### src/rtl/noc_local_inject_arbiter.sv
// Packet-atomic round-robin arbiter that shares the tile's NoC local injection port.
// A grant is held from the first flit to the last flit, so wormhole packets never interleave.
module noc_local_inject_arbiter #(
  parameter int BW            = 32,
  parameter int BWB           = BW/8,
  parameter int N_REQ         = 2,
  parameter int MAX_PKT_FLITS = 256,
  parameter int CNT_W         = $clog2(MAX_PKT_FLITS+1),
  parameter int GID_W         = $clog2(N_REQ)
) (
  input  logic                 clk_line,
  input  logic                 clk_line_rst_high,
  input  logic [N_REQ-1:0]     req_TVALID,
  input  logic [N_REQ*BW-1:0]  req_TDATA,
  input  logic [N_REQ*BWB-1:0] req_TKEEP,
  input  logic [N_REQ-1:0]     req_TLAST,
  output logic [N_REQ-1:0]     req_TREADY,
  output logic                 out_TVALID,
  output logic [BW-1:0]        out_TDATA,
  output logic [BWB-1:0]       out_TKEEP,
  output logic                 out_TLAST,
  input  logic                 out_TREADY,
  output logic [GID_W-1:0]     grant_id,
  output logic                 busy,
  output logic                 pkt_done,
  output logic                 err_overlength,
  input  logic                 err_clear
);

  typedef enum logic [0:0] {
    S_IDLE = 1'b0,
    S_PASS = 1'b1
  } state_t;

  state_t           state;
  state_t           state_nxt;
  logic [GID_W-1:0] last_grant;
  logic [GID_W-1:0] grant_pick;
  logic [CNT_W-1:0] flit_cnt;
  logic             force_last;
  logic             xfer;
  logic             pkt_end;

  // First valid requester strictly after the previous winner, wrapping modulo N_REQ.
  function automatic logic [GID_W-1:0] rr_pick(input logic [N_REQ-1:0] vld,
                                               input logic [GID_W-1:0] last);
    logic [GID_W-1:0] pick;
    logic             found;
    int               idx;
    pick  = last;
    found = 1'b0;
    for (int k = 1; k <= N_REQ; k++) begin
      idx = (int'(last) + k) % N_REQ;
      if (!found && vld[idx]) begin
        pick  = GID_W'(idx);
        found = 1'b1;
      end
    end
    return pick;
  endfunction

  assign grant_pick = rr_pick(req_TVALID, last_grant);
  assign busy       = (state == S_PASS);

  always_comb begin
    state_nxt  = state;
    out_TVALID = 1'b0;
    out_TDATA  = '0;
    out_TKEEP  = '0;
    out_TLAST  = 1'b0;
    req_TREADY = '0;
    xfer       = 1'b0;
    pkt_end    = 1'b0;
    force_last = (flit_cnt == CNT_W'(MAX_PKT_FLITS-1));
    case (state)
      S_IDLE: begin
        if (|req_TVALID) state_nxt = S_PASS;
      end
      S_PASS: begin
        // Pure pass-through of the granted slice; overlength cut is OR-ed into TLAST.
        out_TVALID           = req_TVALID[grant_id];
        out_TDATA            = req_TDATA[grant_id*BW +: BW];
        out_TKEEP            = req_TKEEP[grant_id*BWB +: BWB];
        out_TLAST            = req_TLAST[grant_id] | force_last;
        req_TREADY[grant_id] = out_TREADY;
        xfer                 = out_TVALID & out_TREADY;
        pkt_end              = xfer & out_TLAST;
        if (pkt_end) state_nxt = S_IDLE;
      end
      default: state_nxt = S_IDLE;
    endcase
  end

  always_ff @(posedge clk_line) begin
    if (clk_line_rst_high) state <= S_IDLE;
    else                   state <= state_nxt;
  end

  always_ff @(posedge clk_line) begin
    if (clk_line_rst_high) begin
      grant_id       <= '0;
      last_grant     <= GID_W'(N_REQ-1);
      flit_cnt       <= '0;
      pkt_done       <= 1'b0;
      err_overlength <= 1'b0;
    end else begin
      pkt_done <= pkt_end;
      if (state == S_IDLE && |req_TVALID) grant_id <= grant_pick;
      if (pkt_end) begin
        last_grant <= grant_id;
        flit_cnt   <= '0;
      end else if (xfer) begin
        flit_cnt <= flit_cnt + CNT_W'(1);
      end
      // A forced cut wins over a simultaneous clear; a genuine TLAST on that flit is legal.
      if (pkt_end && force_last && !req_TLAST[grant_id]) err_overlength <= 1'b1;
      else if (err_clear)                                err_overlength <= 1'b0;
    end
  end

endmodule
### config.mk
export PLATFORM = sky130hd
export DESIGN_NAME = noc_local_inject_arbiter
export DESIGN_NICKNAME = d
export VERILOG_FILES = /design/src/rtl/noc_local_inject_arbiter.sv
export SDC_FILE = /design/constraint.sdc
export NUM_CORES = 1
export LEC_CHECK = 0
export ABC_AREA = 1
export BUFFER_PORTS_ARGS = -buffer_cell sky130_fd_sc_hd__buf_2
export CORE_ASPECT_RATIO = 1.75
export CORE_MARGIN = 3
export CORE_UTILIZATION = 36
export CTS_CLUSTER_DIAMETER = 60
export CTS_CLUSTER_SIZE = 28
export DETAILED_ROUTE_END_ITERATION = 10
export GPL_TIMING_DRIVEN = 0
export HOLD_SLACK_MARGIN = 0.1
export PLACE_DENSITY = 0.93
export SLEW_MARGIN = 20
export SYNTH_ARGS = -nofsm -noshare
export SYNTH_HDL_FRONTEND = slang
export SYNTH_SLANG_ARGS = --single-unit
### constraint.sdc
create_clock -name clk_line -period 3.5 [get_ports clk_line]
set_clock_uncertainty 0.05 [all_clocks]
set_input_delay 0.35 -clock clk_line [delete_from_list [all_inputs] [get_ports clk_line]]
set_output_delay 0.35 -clock clk_line [all_outputs]
set_load 0.005 [all_outputs]
==> run_results.csv <==
group,metric,value,unit
drt,drc,0,
grt,antenna_found_initial,0,
drt,drtIter0Drc,43,
drt,drtAntennaViolNets,0,
power,power.density,270,nW/um^2
drt,wl_per_cell,14.8,um
synthesis,synth_cells,158,
sta,worst_pin_slew,0.449,ns
clock_network,clk_latency,0.24,ns
clock_network,cts_made_buffers,3,
cells_and_area,layout.cells.non_filler,312,
setup_path,cp-endpoint,"out_TLAST",
sta,rsz0062_at_grt,"false",
floorplan,dieArea,3760,sq um
grt,grt_use_met3,8.39,%
sta,fin_crit_sh,64.4,%
floorplan,num_rows,25,
synthesis,synth_nets,240,
setup_path,cp-end-kind,"output pin",
grt,grt_pass1_vias,1521,
clock_network,htree_levels,1,
floorplan,dieHeight,79.0,um
cells_and_area,diodes,0,
setup_path,cp.arrival,1.86,ns
setup_path,critical_path_required,3.10,ns
sta,fin_crit,2.26,ns
synthesis,synth_ff_type,"dfxtp_1",
sta,hold_violations,0,
sta,setup-tns-final,0,ns
synthesis,yosysSeqAreaShare,25.6,%
grt,track_usage,23.7,%
drt,via_per_inst,5.14,
placed_design,dpl.hpwl,3970,um
sta,setup_viol,0,
hold_path,hp-class,"in2reg",
cells_and_area,area_delta_synth_final,64.3,%
clock_network,cts_setup_buffers,0,
synthesis,synth_cell_types,19,
floorplan,ioPinCount,124,
synthesis,synth_warnings,0,
setup_path,cp-startpoint,"flit_cnt[1]$_SDFFE_PP0P_",
grt,grt_util_met2,43.2,%
placed_design,gp_congestion,0.862,
synthesis,netlist_area,1090,sq um
cells_and_area,layout-drive-gt1-share,48.4,%
sta,slew_headroom,70.0,%
sta,max_freq,443,MHz
setup_path,cp_max_fo,4,
clock_network,cts.path.max_buffers,2,
setup_path,r2r_cells,9,
drt,routed_wl,4620,um
grt,grt_remaining_overflow,0,
setup_path,path_class,"reg2out",
setup_path,r2r_slack,1.55,ns
grt,use_met1,24.3,%
grt,top_usage_layer,"met2",
job,maxCapViolCount,0,
synthesis,ys_ff_latch,14,
synthesis,synth_most_common_cell,"nand2_1",
synthesis,yosysTopAreaCell,"a22o_1",
grt,grt_start_max_net_pins,11,
synthesis,ys_top_cells_by_area,"a22o_1 (29%), dfxtp_1 (26%), nand2_1 (14%)",
drt,first_pass_iters,4,
placed_design,placed_cells,308,
clock_network,cts_sinks,14,
placed_design,port_buffers,123,
clock_network,cts_tree,"done",
clock_network,cts_hold_buf,0,
floorplan,start_util,38.9,%
setup_path,timing.rr.end,"flit_cnt[3]$_SDFFE_PP0P_",
synthesis,synth_commonest_cells,"nand2_1 (42), a22o_1 (36), inv_1 (15), dfxtp_1 (14), nor2_1 (11)",
synthesis,syn_avg_cell_area,6.93,sq um
floorplan,fp.dieW,47.7,um
floorplan,core,2820,sq um
setup_path,r2r-start,"flit_cnt[1]$_SDFFE_PP0P_",
hold_path,whs_path_depth,2,
grt,grt_pass1_wl,6580,um
run_status,status,"finished, final reports clean",
power,power_leakage,1.06,nW
clock_network,path_clk_slew,0.05,ns
setup_path,start_kind,"register",
clock_network,post_cts_resized,0,
sta,slew_violations,0,
cells_and_area,final_nets,368,
synthesis,async_flop_share,0,%
synthesis,synth_top_area_share,28.8,%
drt,vias,1605,
power,vdd_drop_max,0.247,mV
synthesis,synth_edf_count,0,
clock_network,cts_root_buf,"clkbuf_8",
-- logic make-up after synthesis --
logic type | count (synthesis) | synth area share, %
and+or+nand+nor | 68 | 25.6
AOI/OAI and AO/OA | 48 | 34.5
DFF | 14 | 25.6
xor gates and xnor gates | 3 | 2.40
adders and majority gates | 2 | 2.29
buffers and inverters | 23 | 9.60
-- per-stage QoR --
stage | utilization [%] | setup slack, ns | hold WS (ns) | instance area [sq um] | power (mW)
after floorplan | - | 1.84 | 0.369 | 1090 | 0.239
after global placement | 62.0 | 1.60 | 0.398 | 1740 | 0.332
after CTS | 63.9 | 1.24 | 0.266 | 1800 | 0.488
after global routing | 63.9 | 1.05 | 0.272 | 1800 | 0.513
after detailed placement | 62.0 | 1.53 | 0.409 | 1740 | 0.335
final | 63.9 | 1.24 | 0.264 | 1800 | 0.486
-- how the worst min path moves through the flow --
stage | start | slack, ns | to
2_1_floorplan | clk_line_rst_high | 0.37 | err_overlength$_SDFFE_PP0P_
3_3_place_gp | err_overlength$_SDFFE_PP0P_ | 0.40 | err_overlength$_SDFFE_PP0P_
3_5_place_dp | flit_cnt[8]$_SDFFE_PP0P_ | 0.41 | flit_cnt[8]$_SDFFE_PP0P_
4_1_cts | clk_line_rst_high | 0.27 | err_overlength$_SDFFE_PP0P_
5_1_grt | clk_line_rst_high | 0.27 | err_overlength$_SDFFE_PP0P_
6_report | clk_line_rst_high | 0.26 | err_overlength$_SDFFE_PP0P_
-- routing by layer --
metal  vias up  wire, um  part of all wire [%]
met5         -         0                     0
met4         0        16                  0.35
met3         2       599                    13
met2        92      2330                    51
met1       704      1670                    36
li1        807         -                     -
-- sequential cells by signal, summed over array words and instances, names as in the netlist --
name            count
flit_cnt            9
busy                1
err_overlength      1
grant_id            1
last_grant          1
pkt_done            1
-- power by group --
| part | switching [mW] | total [mW] | internal (mW) |
|---|---|---|---|
| logic | 0.0763 | 0.165 | 0.0886 |
| clock network | 0.0555 | 0.155 | 0.0996 |
| registers | 0.00391 | 0.166 | 0.162 |
-- worst max-delay path: stages, from the launching register on --
cell	delay, ns
dfxtp_1	0.39
ha_1	0.25
nand3_1	0.13
nor4_1	0.25
ha_1	0.21
inv_1	0.05
nand3_1	0.12
nand2_1	0.07
inv_1	0.06
buf_2	0.10
-- layout make-up --
cell class	count	area (sq um)
Fill cell	268	1020
Clock buffer	4	55.1
Multi-Input combinational cell	121	709
Sequential cell	14	280
Inverter	16	60.1
Timing Repair Buffer	123	616
Tap cell	27	33.8
Buffer	7	45.0
-- placed cells by master (no fill, tap or decap) --
cell,instances
clkbuf_8,4
or2_2,1
inv_1,15
nor4_1,1
xor2_1,1
nor2_1,11
a22o_1,36
o21ai_0,1
dfxtp_1,14
xnor2_1,2
ha_1,2
buf_4,4
buf_2,126
clkinv_1,1
nor2_2,2
nand2_1,42
nand2_2,1
a21oi_1,10
nand3_1,10
o211ai_1,1
No activity file was read; power rests on OpenSTA's default activity.
